**src/rtl/matrix_read_sequencer.sv**
```systemverilog
// Walks an n x n store in row-major order and streams each element with its
// indices through a 2-entry FIFO, so downstream stalls never drop or repeat data.
module matrix_read_sequencer #(
    parameter int n = 8,
    parameter int DATA_W = 32,
    localparam int IDX_W = $clog2(n) + 1
) (
    input  logic              clk,
    input  logic              rst,
    input  logic              start,
    output logic              busy,
    output logic              done,
    output logic              rd_en,
    output logic [IDX_W-1:0]  rd_i,
    output logic [IDX_W-1:0]  rd_j,
    input  logic [DATA_W-1:0] rd_data,
    output logic              out_valid,
    input  logic              out_ready,
    output logic [DATA_W-1:0] out_data,
    output logic [IDX_W-1:0]  out_i,
    output logic [IDX_W-1:0]  out_j,
    output logic              out_last
);

    localparam logic [IDX_W-1:0] LAST = IDX_W'(n - 1);

    typedef enum logic [1:0] {IDLE, RUN, DRAIN, DONE} state_t;

    state_t             state;
    logic [IDX_W-1:0]   i_cnt;
    logic [IDX_W-1:0]   j_cnt;
    logic               pend;
    logic [IDX_W-1:0]   pend_i;
    logic [IDX_W-1:0]   pend_j;
    logic [DATA_W-1:0]  fifo_data [2];
    logic [IDX_W-1:0]   fifo_i [2];
    logic [IDX_W-1:0]   fifo_j [2];
    logic [1:0]         count;
    logic               rptr;
    logic               wptr;
    logic [1:0]         occ;
    logic               pop;
    logic               last_issue;

    // Occupancy counts the in-flight read, so a FIFO slot is always free for it.
    assign occ        = count + {1'b0, pend};
    assign out_valid  = (count != 2'd0);
    assign pop        = out_valid && out_ready;
    assign rd_en      = (state == RUN) && ((occ - {1'b0, pop}) < 2'd2);
    assign last_issue = rd_en && (i_cnt == LAST) && (j_cnt == LAST);

    assign rd_i     = i_cnt;
    assign rd_j     = j_cnt;
    assign out_data = fifo_data[rptr];
    assign out_i    = fifo_i[rptr];
    assign out_j    = fifo_j[rptr];
    assign out_last = out_valid && (fifo_i[rptr] == LAST) && (fifo_j[rptr] == LAST);
    assign busy     = (state == RUN) || (state == DRAIN);
    assign done     = (state == DONE);

    always_ff @(posedge clk) begin
        if (rst) begin
            state        <= IDLE;
            i_cnt        <= '0;
            j_cnt        <= '0;
            pend         <= 1'b0;
            pend_i       <= '0;
            pend_j       <= '0;
            count        <= 2'd0;
            rptr         <= 1'b0;
            wptr         <= 1'b0;
            fifo_data[0] <= '0;
            fifo_data[1] <= '0;
            fifo_i[0]    <= '0;
            fifo_i[1]    <= '0;
            fifo_j[0]    <= '0;
            fifo_j[1]    <= '0;
        end else begin
            pend <= rd_en;
            if (rd_en) begin
                pend_i <= i_cnt;
                pend_j <= j_cnt;
            end

            if (pend) begin
                fifo_data[wptr] <= rd_data;
                fifo_i[wptr]    <= pend_i;
                fifo_j[wptr]    <= pend_j;
                wptr            <= ~wptr;
            end
            if (pop) begin
                rptr <= ~rptr;
            end
            count <= count + {1'b0, pend} - {1'b0, pop};

            case (state)
                IDLE: begin
                    if (start) begin
                        state <= RUN;
                        i_cnt <= '0;
                        j_cnt <= '0;
                    end
                end
                RUN: begin
                    if (last_issue) begin
                        state <= DRAIN;
                    end else if (rd_en) begin
                        if (j_cnt == LAST) begin
                            j_cnt <= '0;
                            i_cnt <= i_cnt + 1'b1;
                        end else begin
                            j_cnt <= j_cnt + 1'b1;
                        end
                    end
                end
                DRAIN: begin
                    if (pop && out_last) begin
                        state <= DONE;
                    end
                end
                DONE: begin
                    state <= IDLE;
                end
                default: begin
                    state <= IDLE;
                end
            endcase
        end
    end

endmodule

```
**config.mk**
```make
export PLATFORM = sky130hd
export DESIGN_NAME = matrix_read_sequencer
export DESIGN_NICKNAME = d
export VERILOG_FILES = /design/src/rtl/matrix_read_sequencer.sv
export SDC_FILE = /design/constraint.sdc
export NUM_CORES = 1
export LEC_CHECK = 0
export ABC_CLOCK_PERIOD_IN_PS = 4550
export CORE_UTILIZATION = 30
export DETAILED_ROUTE_END_ITERATION = 8
export GPL_TIMING_DRIVEN = 0
export PLACE_DENSITY = 0.54
export SLEW_MARGIN = 20
export SYNTH_ARGS = -nofsm -noshare
export SYNTH_HDL_FRONTEND = slang
export SYNTH_SLANG_ARGS = --single-unit
```
**constraint.sdc**
```tcl
create_clock -name clk -period 4.55 [get_ports clk]
set_input_delay 0.91 -clock clk [delete_from_list [all_inputs] [get_ports clk]]
set_output_delay 0.91 -clock clk [all_outputs]
set_load 0.01 [all_outputs]
```
== Word-level counts from Yosys, hierarchy flattened ==
Memory sizes are Yosys's and may differ from the RTL's. A register that Yosys moved wholly into a read port is not among the register bits.
Index checks and enable logic that the tools add are counted.

* Bits in registers: 23
* Bits in latches: 0
* RAM bits: 80
* Bits in read-only memories: 0
* Bits of input ports: 36
* Output and inout port bits: 53
* Memories: 3

* Add/sub/neg operators: 4
* Multiply operators: 0
* Divide/modulo/power cells: 0
* Order comparisons: 1
* Eq/ne operators: 13
* Shift-type cells: 0
* Mux-type cells: 33
* Bitwise logic cells: 2
* Reductions and logical operators: 17

{| class="wikitable"
|+ Memories
! memory !! words !! width !! read ports !! clocked after memory_dff !! write ports !! line !! source
|-
| fifo_data || 2 || 32 || 1 || 1 || 2 || 35 || <nowiki>logic [DATA_W-1:0] fifo_data [2];</nowiki>
|-
| fifo_i || 2 || 4 || 1 || 1 || 2 || 36 || <nowiki>logic [IDX_W-1:0] fifo_i [2];</nowiki>
|-
| fifo_j || 2 || 4 || 1 || 1 || 2 || 37 || <nowiki>logic [IDX_W-1:0] fifo_j [2];</nowiki>
|}

{| class="wikitable"
|+ Operators by type and width
! kind !! number
|-
| 4-bit two-way mux || 9
|-
| 32-bit two-way mux || 1
|-
| 32-bit OR reduction || 1
|-
| 1-bit two-way mux || 17
|-
| 4-bit by 3-bit == test with 1-bit output, second input constant || 4
|-
| 4-bit case mux with 2 select lines || 2
|-
| 4-bit by 1-bit adder with 4-bit output, second input constant || 2
|-
| 2-bit inequality test, second input constant || 4
|-
| 2-bit case mux with 4 select lines || 1
|-
| 4-bit OR reduction || 2
|-
| 1-bit logical AND || 7
|-
| 2-bit two-way mux || 3
|-
| 5-bit AND reduction || 1
|-
| 2-bit == test, second input constant || 2
|-
| 2-bit by 1-bit inequality test with 1-bit output, second input constant || 2
|-
| 4-bit AND reduction || 1
|-
| 2-bit nonzero test || 2
|-
| 3-bit AND reduction || 1
|-
| 2-bit by 1-bit adder with 2-bit output || 1
|-
| 2-bit by 1-bit == test with 1-bit output, second input constant || 1
|-
| 2-bit logical NOT || 1
|-
| 2-bit < comparator, second input constant || 1
|-
| 1-bit NOT || 2
|-
| 2-bit by 1-bit subtractor with 2-bit output || 1
|-
| 1-bit logical OR || 1
|}

== Logic depth before layout (Yosys ltp) ==
* Word-level depth: 9
* Mapped depth: 12

== Worst setup path after synthesis ==
Ideal clock, no wire load.

* Path kind: input port to output port
* Start: input port out_ready
* End: output port rd_en
* Arrival time: 2.253 ns
* Data required time: 3.640 ns
* Setup slack: 1.387 ns
* Cell stages on the path: 8
* Cells stage by stage: nand2_1 -> inv_1 -> ha_1 -> inv_1 -> ha_1 -> xnor3_2 -> nand2_1 -> clkinv_1

* Longest elaborated chain between the ends: 4

{| class="wikitable"
|+ Ends and longest elaborated chain
! what !! line !! source
|-
| from (decl) || 18 || <nowiki>input logic out_ready,</nowiki>
|-
| 1-bit logical AND || 48 || <nowiki>assign pop = out_valid && out_ready;</nowiki>
|-
| named net pop || 42 || <nowiki>logic pop;</nowiki>
|-
| 2-bit by 1-bit subtractor with 2-bit output || 49 || <nowiki>assign rd_en = (state == RUN) && ((occ - {1'b0, pop}) < 2'd2);</nowiki>
|-
| 2-bit < comparator || 49 ||
|-
| 1-bit logical AND || 49 ||
|-
| to (decl) || 13 || <nowiki>output logic rd_en,</nowiki>
|}

The timed path passes the listed nets, and every way through them passes these cells.

== Final worst setup path ==
Ends and elaborated chain as after synthesis.

==> flow_summary_export.csv <==
group,metric,value,unit
detailed_routing,drt_wl_total,9.805,mm
global_routing,grt.total_usage,13.15,%
placement,place.gp.congestion,0.7008,
final_layout,fin_area,0.006151,mm²
detailed_routing,drtAntennaViolNets,0,
die,start_util,30.59,%
detailed_routing,dr.pass1.iters,5,
logic_synthesis,ys_warn_count,0,
worst_setup_path,worstSetupStartpointType,"primary input",
final_layout,finalNonFillerCells,652,
power,ir_worst_vdd,238.4,µV
die,die_h,126.3,µm
final_layout,layout-drive-gt1-share,13.58,%
die,dieArea,0.01595,mm²
worst_setup_path,reg2reg_slack,2.07,ns
sta,slew_violations,0,
final_layout,n_antenna_cell,0,
clocking,clock_path_buffers,2,
logic_synthesis,synth_top_area_share,51.85,%
detailed_routing,drc,0,
global_routing,grt_max_degree,41,
sta,period_needed,4.198,ns
logic_synthesis,synth_flop_cell,"edfxtp_1",
worst_setup_path,r2r_cells,12,
logic_synthesis,yosys-top-cells-area,"edfxtp_1 52%, and2_1 11%, dfxtp_1 10%, mux2_2 9.7%, ha_1 2.2%",
clocking,clock_latency,0.35,ns
logic_synthesis,avgSynthCellArea,12.91,µm²
sta,fmax,0.2382,GHz
clocking,cts_resized,0,
global_routing,grt_pass1_wl,15.93,mm
sta,finalSetupViolCount,0,
logic_synthesis,synth.largest_area_cell,"edfxtp_1",
clocking,cts_hold_buf,0,
worst_setup_path,cp_slowest_cell,"clkdlybuf4s50_1",
final_layout,final_nets,503,
sta,grt_setup_unrepaired,"false",
final_layout,area_delta_synth_final,32.76,%
clocking,cts_max_level,3,
clocking,cts_buffers,9,
detailed_routing,wire_per_inst,15.04,µm
final_layout,layout_commonest_cell,"clkdlybuf4s50_1",
logic_synthesis,synth_edf_count,80,
power,p_per_area,491.1,mW/mm²
power,leakagePower,0.002259,µW
worst_setup_path,slowest_delay,0.53,ns
logic_synthesis,async_reset_ff_share,0,%
worst_setup_path,cp.depth,10,
clocking,cts_tree,"built",
detailed_routing,vias,3005,
worst_setup_path,end_kind,"output port",
die,core_area,0.01515,mm²
clocking,ctsRootBufferMaster,"clkbuf_16",
clocking,clk_pin_slew,0.07,ns
sta,finalClockSkew,0.008487,ns
outcome,outcome,"finished clean",
worst_setup_path,crit_path_cell_trace,"clkdlybuf4s50_1 -> nand2_1 -> inv_1 -> ha_1 -> inv_1 -> ha_1 -> xnor3_2 -> nand2_2 -> clkinvlp_4 -> clkdlybuf4s50_1",
placement,dp_hpwl,6.702,mm
worst_setup_path,startpoint,"out_ready",
placement,dp_cells,636,
die,die_w,126.3,µm
logic_synthesis,yosysUniqueCellTypes,41,
min_path,hold_class,"reg2reg",
worst_setup_path,endpoint,"rd_en",
global_routing,grt.overflow.total,0,
placement,portBuffers,88,
worst_setup_path,path_delay_family,"buffers and inverters",
worst_setup_path,rr_startpoint,"count[0]",
logic_synthesis,syn-cell-area,0.004633,mm²
logic_synthesis,synth-seq-cells,104,
sta,hold_viol_final,0,
worst_setup_path,crit_fanout,10,
final_layout,layout_common_cells,"88 x clkdlybuf4s50_1, 80 x and2_1, 80 x edfxtp_1",
worst_setup_path,reg2reg_to,"rd_j[2]",
global_routing,grt_antenna_before_repair,0,
sta,finalCritPeriodShare,92.27,%
flow_run,max_cap_viol_count,0,
worst_setup_path,cp.arrival,3.29,ns
sta,slew_headroom,31.07,%
die,ios,89,
logic_synthesis,synth_nets,403,
clocking,cts.sinks,104,
worst_setup_path,path_class,"in2out",
detailed_routing,vias_per_cell,4.609,
sta,tightest_slew,1.034,ns
logic_synthesis,synthCells,359,
worst_setup_path,cp.required,3.64,ns
sta,tns,0,ns
worst_setup_path,path_buf_inv,5,
die,row_count,45,
global_routing,grt_pass1_vias,3125,
clocking,post_cts_buffers,0,
logic_synthesis,seq_area_frac_synth,62.22,%
detailed_routing,first_iter_violations,186,
placement,dpl_cell_area,0.005778,mm²
==> cell type report <==
| type | instances | area [µm²] |
|---|---|---|
| fillers | 1417 | 8995 |
| flip-flops and latches | 104 | 2883 |
| multi-input cells | 228 | 1649 |
| repair buffers | 89 | 908.4 |
| well taps | 188 | 235.2 |
| clock buffers | 10 | 229.0 |
| clock inverters | 6 | 137.6 |
| plain buffers | 17 | 67.56 |
| inverters | 10 | 41.29 |
==> metrics by stage <==
stage | setup slack (ns) | power, µW | hold WS [ns] | utilization, %
after floorplan | 1.387 | 1692 | 0.4401 | -
after global placement | 0.1279 | 2089 | 0.4512 | 37.96
after detailed placement | 0.1141 | 2105 | 0.4575 | 38.15
after CTS | 0.09983 | 3054 | 0.4673 | 40.57
after global routing | 0.1879 | 3166 | 0.4947 | 40.61
final | 0.3518 | 3021 | 0.4646 | 40.61
==> how the worst min path moves through the flow <==
stage / from / to / slack, ns / cells past startpoint
floorplan: pend_i[0] / pend_i[0] / 0.44 / 2
global placement: pend_j[0] / pend_j[0] / 0.45 / 2
detailed placement: pend_j[0] / pend_j[0] / 0.46 / 2
CTS: pend_j[0] / pend_j[0] / 0.47 / 2
global route: pend_j[0] / pend_j[0] / 0.49 / 2
finish: pend_j[0] / pend_j[0] / 0.46 / 2
==> synth_stat cells, drive strengths merged, types with 2 or more instances <==
| library cell | count |
|---|---|
| nand3b | 3 |
| nor2b | 4 |
| ha | 8 |
| mux2 | 40 |
| nand4 | 4 |
| a21oi | 15 |
| edfxtp | 80 |
| clkbuf | 16 |
| nand2 | 25 |
| nor2 | 11 |
| and4bb | 2 |
| dfxtp | 24 |
| a21o | 2 |
| nand2b | 6 |
| inv | 9 |
| or2 | 2 |
| and2 | 80 |
| nand3 | 4 |
| a311oi | 2 |
| a221oi | 2 |
| and3 | 2 |
==> cell families (layout without fill, tap and decap cells) <==
kind of cell | Yosys count | in the layout | share of synthesized area (%)
AND/OR/NAND/NOR | 148 | 148 | 18.44
flip-flops | 104 | 104 | 62.22
multiplexers | 41 | 41 | 9.938
AO/OA/AOI/OAI | 28 | 28 | 4.078
buffers and inverters | 27 | 132 | 2.268
adder cells (fa/ha/maj) | 8 | 8 | 2.160
XOR/XNOR | 3 | 3 | 0.8912
==> state kept, by name, summed over array words and instances (netlist names), named ones only <==
signal,flops
fifo_data,64
fifo_i,8
fifo_j,8
pend_i,4
pend_j,4
rd_i,4
rd_j,4
count,2
state,2
pend,1
rptr,1
wptr,1
==> worst min-delay path, stage by stage (launching register included) <==
cell and delay (ns):
dfxtp_1 0.32, nand2_1 0.05, a21oi_1 0.05
==> routing by layer <==
| metal | vias up | part of all wire, % | global-route usage (%) |
|---|---|---|---|
| met1 | 1445 | 47 | 16.57 |
| li1 | 1473 | - | - |
| met3 | 14 | 5.0 | 2.846 |
| met4 | 0 | 1.2 | 5.528 |
| met5 | - | 0 | 0 |
| met2 | 73 | 47 | 21.81 |
==> where the power goes <==
group | switching (µW) | internal [µW]
clock network | 348 | 597
logic | 418 | 468
registers | 43.4 | 1150
total | 809 | 2210
(Power assumes the default switching activity.)
